**src/rtl/nibble_serial_add_ctrl_pkg.sv**
```systemverilog
// Shared types and constants for the nibble-serial adder.
// State encodings and slice width live here.
package nibble_serial_add_ctrl_pkg;

  localparam int NIBBLE_W = 4;

  typedef enum logic [1:0] {
    IDLE = 2'd0,
    RUN  = 2'd1,
    DONE = 2'd2
  } state_t;

  function automatic int idx_w(input int n);
    return (n > 1) ? $clog2(n) : 1;
  endfunction

endpackage

```
**src/rtl/nibble_serial_add_ctrl_add_slice.sv**
```systemverilog
// Combinational 4-bit ripple adder slice made of full-adder cells.
// Shared by every nibble step of the serial adder.
module nibble_add_slice
  import nibble_serial_add_ctrl_pkg::*;
(
  input  logic [NIBBLE_W-1:0] i_a,
  input  logic [NIBBLE_W-1:0] i_b,
  input  logic                i_c,
  output logic [NIBBLE_W-1:0] o_s,
  output logic                o_c
);

  logic [NIBBLE_W:0] w_c;

  assign w_c[0] = i_c;

  for (genvar i = 0; i < NIBBLE_W; i++) begin : g_fa
    logic w_p;
    assign w_p      = i_a[i] ^ i_b[i];
    assign o_s[i]   = w_p ^ w_c[i];
    assign w_c[i+1] = (i_a[i] & i_b[i]) | (w_c[i] & w_p);
  end

  assign o_c = w_c[NIBBLE_W];

endmodule

```
**src/rtl/nibble_serial_add_ctrl.sv**
```systemverilog
// Wide adder sequenced one nibble per cycle through a shared slice.
// Define NIBBLE_SUB_EN to add the op port (op=1 computes a-b).
module nibble_serial_add_ctrl
  import nibble_serial_add_ctrl_pkg::*;
#(
  parameter  int NIBBLES = 4,
  localparam int W       = NIBBLE_W * NIBBLES
) (
  input  logic         clk,
  input  logic         rst,
  input  logic         start_valid,
  output logic         start_ready,
  input  logic [W-1:0] a,
  input  logic [W-1:0] b,
  input  logic         cin,
`ifdef NIBBLE_SUB_EN
  input  logic         op,
`endif
  output logic         result_valid,
  input  logic         result_ready,
  output logic [W-1:0] sum,
  output logic         cout,
  output logic         busy
);

  localparam int IW = idx_w(NIBBLES);

  state_t        r_state;
  logic [W-1:0]  r_a;
  logic [W-1:0]  r_b;
  logic [W-1:0]  r_sum;
  logic          r_carry;
  logic          r_cout;
  logic [IW-1:0] r_idx;

  logic [IW+1:0]         w_base;
  logic [NIBBLE_W-1:0]   w_a_nib;
  logic [NIBBLE_W-1:0]   w_b_nib;
  logic [NIBBLE_W-1:0]   w_s_nib;
  logic                  w_co;
  logic                  w_last;
  logic [W-1:0]          w_b_cap;
  logic                  w_c_cap;

  assign w_base  = {r_idx, 2'b00};
  assign w_a_nib = r_a[w_base +: NIBBLE_W];
  assign w_b_nib = r_b[w_base +: NIBBLE_W];
  assign w_last  = (r_idx == IW'(NIBBLES - 1));

  // Subtraction is a + ~b + 1, so only the captured operands differ.
`ifdef NIBBLE_SUB_EN
  assign w_b_cap = op ? ~b : b;
  assign w_c_cap = op ? 1'b1 : cin;
`else
  assign w_b_cap = b;
  assign w_c_cap = cin;
`endif

  nibble_add_slice u_slice (
    .i_a (w_a_nib),
    .i_b (w_b_nib),
    .i_c (r_carry),
    .o_s (w_s_nib),
    .o_c (w_co)
  );

  always_ff @(posedge clk) begin
    if (rst) begin
      r_state <= IDLE;
      r_a     <= '0;
      r_b     <= '0;
      r_sum   <= '0;
      r_carry <= 1'b0;
      r_cout  <= 1'b0;
      r_idx   <= '0;
    end else begin
      case (r_state)
        IDLE: begin
          if (start_valid) begin
            r_a     <= a;
            r_b     <= w_b_cap;
            r_carry <= w_c_cap;
            r_sum   <= '0;
            r_idx   <= '0;
            r_state <= RUN;
          end
        end
        RUN: begin
          r_sum[w_base +: NIBBLE_W] <= w_s_nib;
          r_carry <= w_co;
          r_idx   <= r_idx + IW'(1);
          if (w_last) begin
            r_cout  <= w_co;
            r_idx   <= '0;
            r_state <= DONE;
          end
        end
        DONE: begin
          if (result_ready) begin
            r_state <= IDLE;
          end
        end
        default: r_state <= IDLE;
      endcase
    end
  end

  assign start_ready  = (r_state == IDLE);
  assign result_valid = (r_state == DONE);
  assign busy         = (r_state == RUN) || (r_state == DONE);
  assign sum          = r_sum;
  assign cout         = r_cout;

endmodule

```
**config.mk**
```make
export PLATFORM = sky130hd
export DESIGN_NAME = nibble_serial_add_ctrl
export DESIGN_NICKNAME = d
export VERILOG_FILES = /design/src/rtl/nibble_serial_add_ctrl_pkg.sv /design/src/rtl/nibble_serial_add_ctrl_add_slice.sv /design/src/rtl/nibble_serial_add_ctrl.sv
export SDC_FILE = /design/constraint.sdc
export NUM_CORES = 1
export LEC_CHECK = 0
export ABC_AREA = 1
export CAP_MARGIN = 30
export CORE_MARGIN = 2
export CORE_UTILIZATION = 35
export CTS_CLUSTER_SIZE = 25
export DETAILED_ROUTE_END_ITERATION = 10
export GPL_TIMING_DRIVEN = 1
export PLACE_DENSITY_LB_ADDON = 0.08
export SLEW_MARGIN = 15
export SYNTH_ARGS = -nofsm -noshare
export SYNTH_HDL_FRONTEND = slang
export SYNTH_HIERARCHICAL = 1
export SYNTH_SLANG_ARGS = --single-unit
```
**constraint.sdc**
```tcl
create_clock -name clk -period 2.98 [get_ports clk]
set_input_delay 0.298 -clock clk [delete_from_list [all_inputs] [get_ports clk]]
set_output_delay 0.298 -clock clk [all_outputs]
set_load 0.01 [all_outputs]
```
==> results.yml <==
placement:
  dp_slack_ps: 9.67
  gp_congestion: 0.855
  port-buffer-count: 56
  placed_area_mm2: 0.00342
  dp_hpwl_mm: 4.64
synthesis:
  synth_xor_xnor_area_share_pct: 0
  synth_top_family_by_area: "simple AND/OR/NAND/NOR gates"
  yosys.area_share.adder_pct: 6.93
  synth_top_area_share_pct: 38.9
  synth-seq-cells: 54
  yosys_warnings: 6
  synth_compound_area_share_pct: 11.7
  synth_cell_types: 22
  avgSynthCellArea_um2: 6.88
  yosys.area.top_type: "dfxtp_1"
  synth_area_leaders: "dfxtp_1 (39%), nor2_1 (18%), o21ai_0 (9.2%), nand2_1 (8.0%), inv_1 (5.8%)"
  synthSimpleGateAreaFrac_pct: 32.1
  synth_mux_area_share_pct: 0
  seq_area_frac_synth_pct: 38.9
  synth.net_count: 454
  syn_inst: 404
  synth_area_mm2: 0.00278
final_layout:
  num_antenna_cells: 0
  fin_area_mm2: 0.00358
  layout_common_cells: "nor2_1 (131), nand2_1 (59), clkdlybuf4s50_1 (56), dfxtp_1 (52), o21ai_0 (49)"
  final_common_cell: "nor2_1"
  area_growth_syn_to_layout_pct: 28.6
  nets: 511
  layout-drive-gt1-share_pct: 9.54
critical_path:
  worstPathMaxFanout: 6
  crit_type: "reg -> reg"
  required_ps: 3230
  slowest_stage: "dfxtp_4"
  r2r_slack_ps: 120
  cp-start-kind: "flop"
  endpoint_kind: "flop"
  arrival_ps: 3110
  path_cells: "clkinvlp_4 -> nor2_1 -> o22ai_1 -> fa_2 -> inv_2 -> fa_2 -> inv_1 -> fa_2 -> inv_2 -> fa_1 -> inv_1 -> inv_2 -> nor2_4 -> nand3_1 -> nand2_1 -> nand2_1 -> nor2_1"
  r2r_start: "r_idx[0]"
  critPathLaunch: "r_idx[0]"
  max_stage_delay_ps: 400
sta:
  slew_headroom_pct: 64.6
  setup_slack_ps: 120
  skew_ps: 9.62
  finalSetupViolCount: 0
  final_hold_viol_count: 0
  min_period_ps: 2860
  tightestPinTransition_ps: 530
  fmaxAchievable_mhz: 350
  final_max_slew_viol_count: 0
  post-route-period-util_pct: 96.0
power_and_ir_drop:
  peakVddDrop_mv: 0.255
  intPower_w: 0.00185
  p_sw_w: 0.00129
  p_per_area_mw_per_mm2: 876
  pwr-share-clk_pct: 15.6
  p_sw_share_pct: 41.0
  comb_power_share_pct: 51.2
  p_seq_share_pct: 33.1
  leakagePower_nw: 1.57
global_routing:
  grt_usage_pct: 14.3
  overflow: 0
  grt_max_degree: 34
  grt_first_pass_wirelength_mm: 10.0
  antenna_found_initial: 0
  grt_pass1_vias: 2219
floorplan:
  die_width_um: 93.1
  io_pins: 57
  die_area_mm2: 0.00868
  core_area_mm2: 0.00773
  die_y_um: 93.1
  floorplan.rows: 32
  start_util_pct: 36.0
clock_tree:
  ctsRootBufferMaster: "clkbuf_8"
  numCtsBuffers: 5
  cts_buffer_depth: 2
  htree_levels: 2
  clock-sinks: 54
  worstSkewPairLatency_ps: 300
  clk_pin_slew_ps: 100
  cts_tree: "built"
route:
  wl_mm: 6.09
  wire_per_inst_um: 10.8
  ant_nets: 0
  via_per_inst: 4.41
  drc: 0
  vias: 2482
  drt_pass1_iterations: 5
  first_iter_violations: 69
run:
  maxCapViolCount: 0
worst_hold_path:
  min_from: "sum[4]"
  hp-class: "reg -> reg"
run_status:
  status: "complete, no violations"
## power by group through the flow
stage | sequential (W) | combinational, W | clock [W]
global placement | 0.00105 | 0.00156 | 0
floorplan | 0.00106 | 0.00108 | 0
global route | 0.00107 | 0.00184 | 0.000534
CTS | 0.00104 | 0.00157 | 0.000506
finish | 0.00104 | 0.00161 | 0.000489
detailed placement | 0.00105 | 0.00156 | 0
## cell usage after synthesis
cell        n
clkbuf_1    7
buf_6       6
ha_1        9
inv_1      43
nand2_8     1
nand3_1     9
nand3_2     1
nand2_1    59
nor2_1    134
o21ai_0    51
nor2_4      1
nor2_8      2
o22ai_1     8
nand2_2     1
a21oi_1     4
buf_2       1
fa_1        4
nor2_2      2
buf_4       3
inv_2       2
nand2_4     2
dfxtp_1    54
## cell families (layout without fill, tap and decap cells)
logic type	Yosys count	count (layout)
adders and majority gates	13	13
and+or+nand+nor	212	212
buffers and inverters	62	119
AOI/OAI and AO/OA	63	63
DFF	54	54
## area by class of cell
type                            count  area [um^2]
Fill cell                         809         4150
Timing Repair Buffer               67          643
Clock buffer                        5         68.8
Inverter                           45          173
Clock inverter                      2         38.8
Tap cell                          102          128
Sequential cell                    54         1090
Multi-Input combinational cell    288         1440
## worst max-delay path, delay by kind of cell (launching register included)
family / cells / cell delay (ps)
adders and majority gates: 4 / 1260
and+or+nand+nor: 6 / 560
buffers and inverters: 6 / 440
DFF: 1 / 400
AOI/OAI and AO/OA: 1 / 140
## stage by stage
step           instances  utilization (%)  total power [W]  hold slack, ps  TNS (ps)
6_report             563             46.3          0.00314             487         0
5_1_grt              563             46.3          0.00344             508     -13.6
4_1_cts              562             45.7          0.00311             492         0
3_5_place_dp         555             44.3          0.00261             473         0
3_3_place_gp         555             44.3          0.00261             462         0
2_1_floorplan        404                -          0.00214             367         0
## final timing paths
check             endpoint  cells past startpoint
hold reg to reg     sum[4]                      2
setup / recovery   sum[11]                     17
hold / removal      sum[4]                      2
setup reg to reg   sum[11]                     17
## registers in the layout (all words and copies together) (netlist names)
register	flops
cout	1
r_a	16
r_b	16
r_carry	1
r_idx	2
r_state	2
sum	16
## repair_timing
item	in CTS	in global routing
hold buffers	0	0
gates resized for setup	1	17
endpoints found under the setup margin	3	3
pin swaps	0	10
cloned	0	0
setup buffers	0	1
## per-layer routing
metal | track usage, % | up-vias | share of wire [%]
met5 | 0 | - | 0
met4 | 3.19 | 0 | 1.0
met3 | 3.22 | 6 | 3.7
met2 | 24.3 | 54 | 47
met1 | 18.5 | 1065 | 48
li1 | - | 1357 | -
Note: power is estimated with default switching activity, not from simulation.
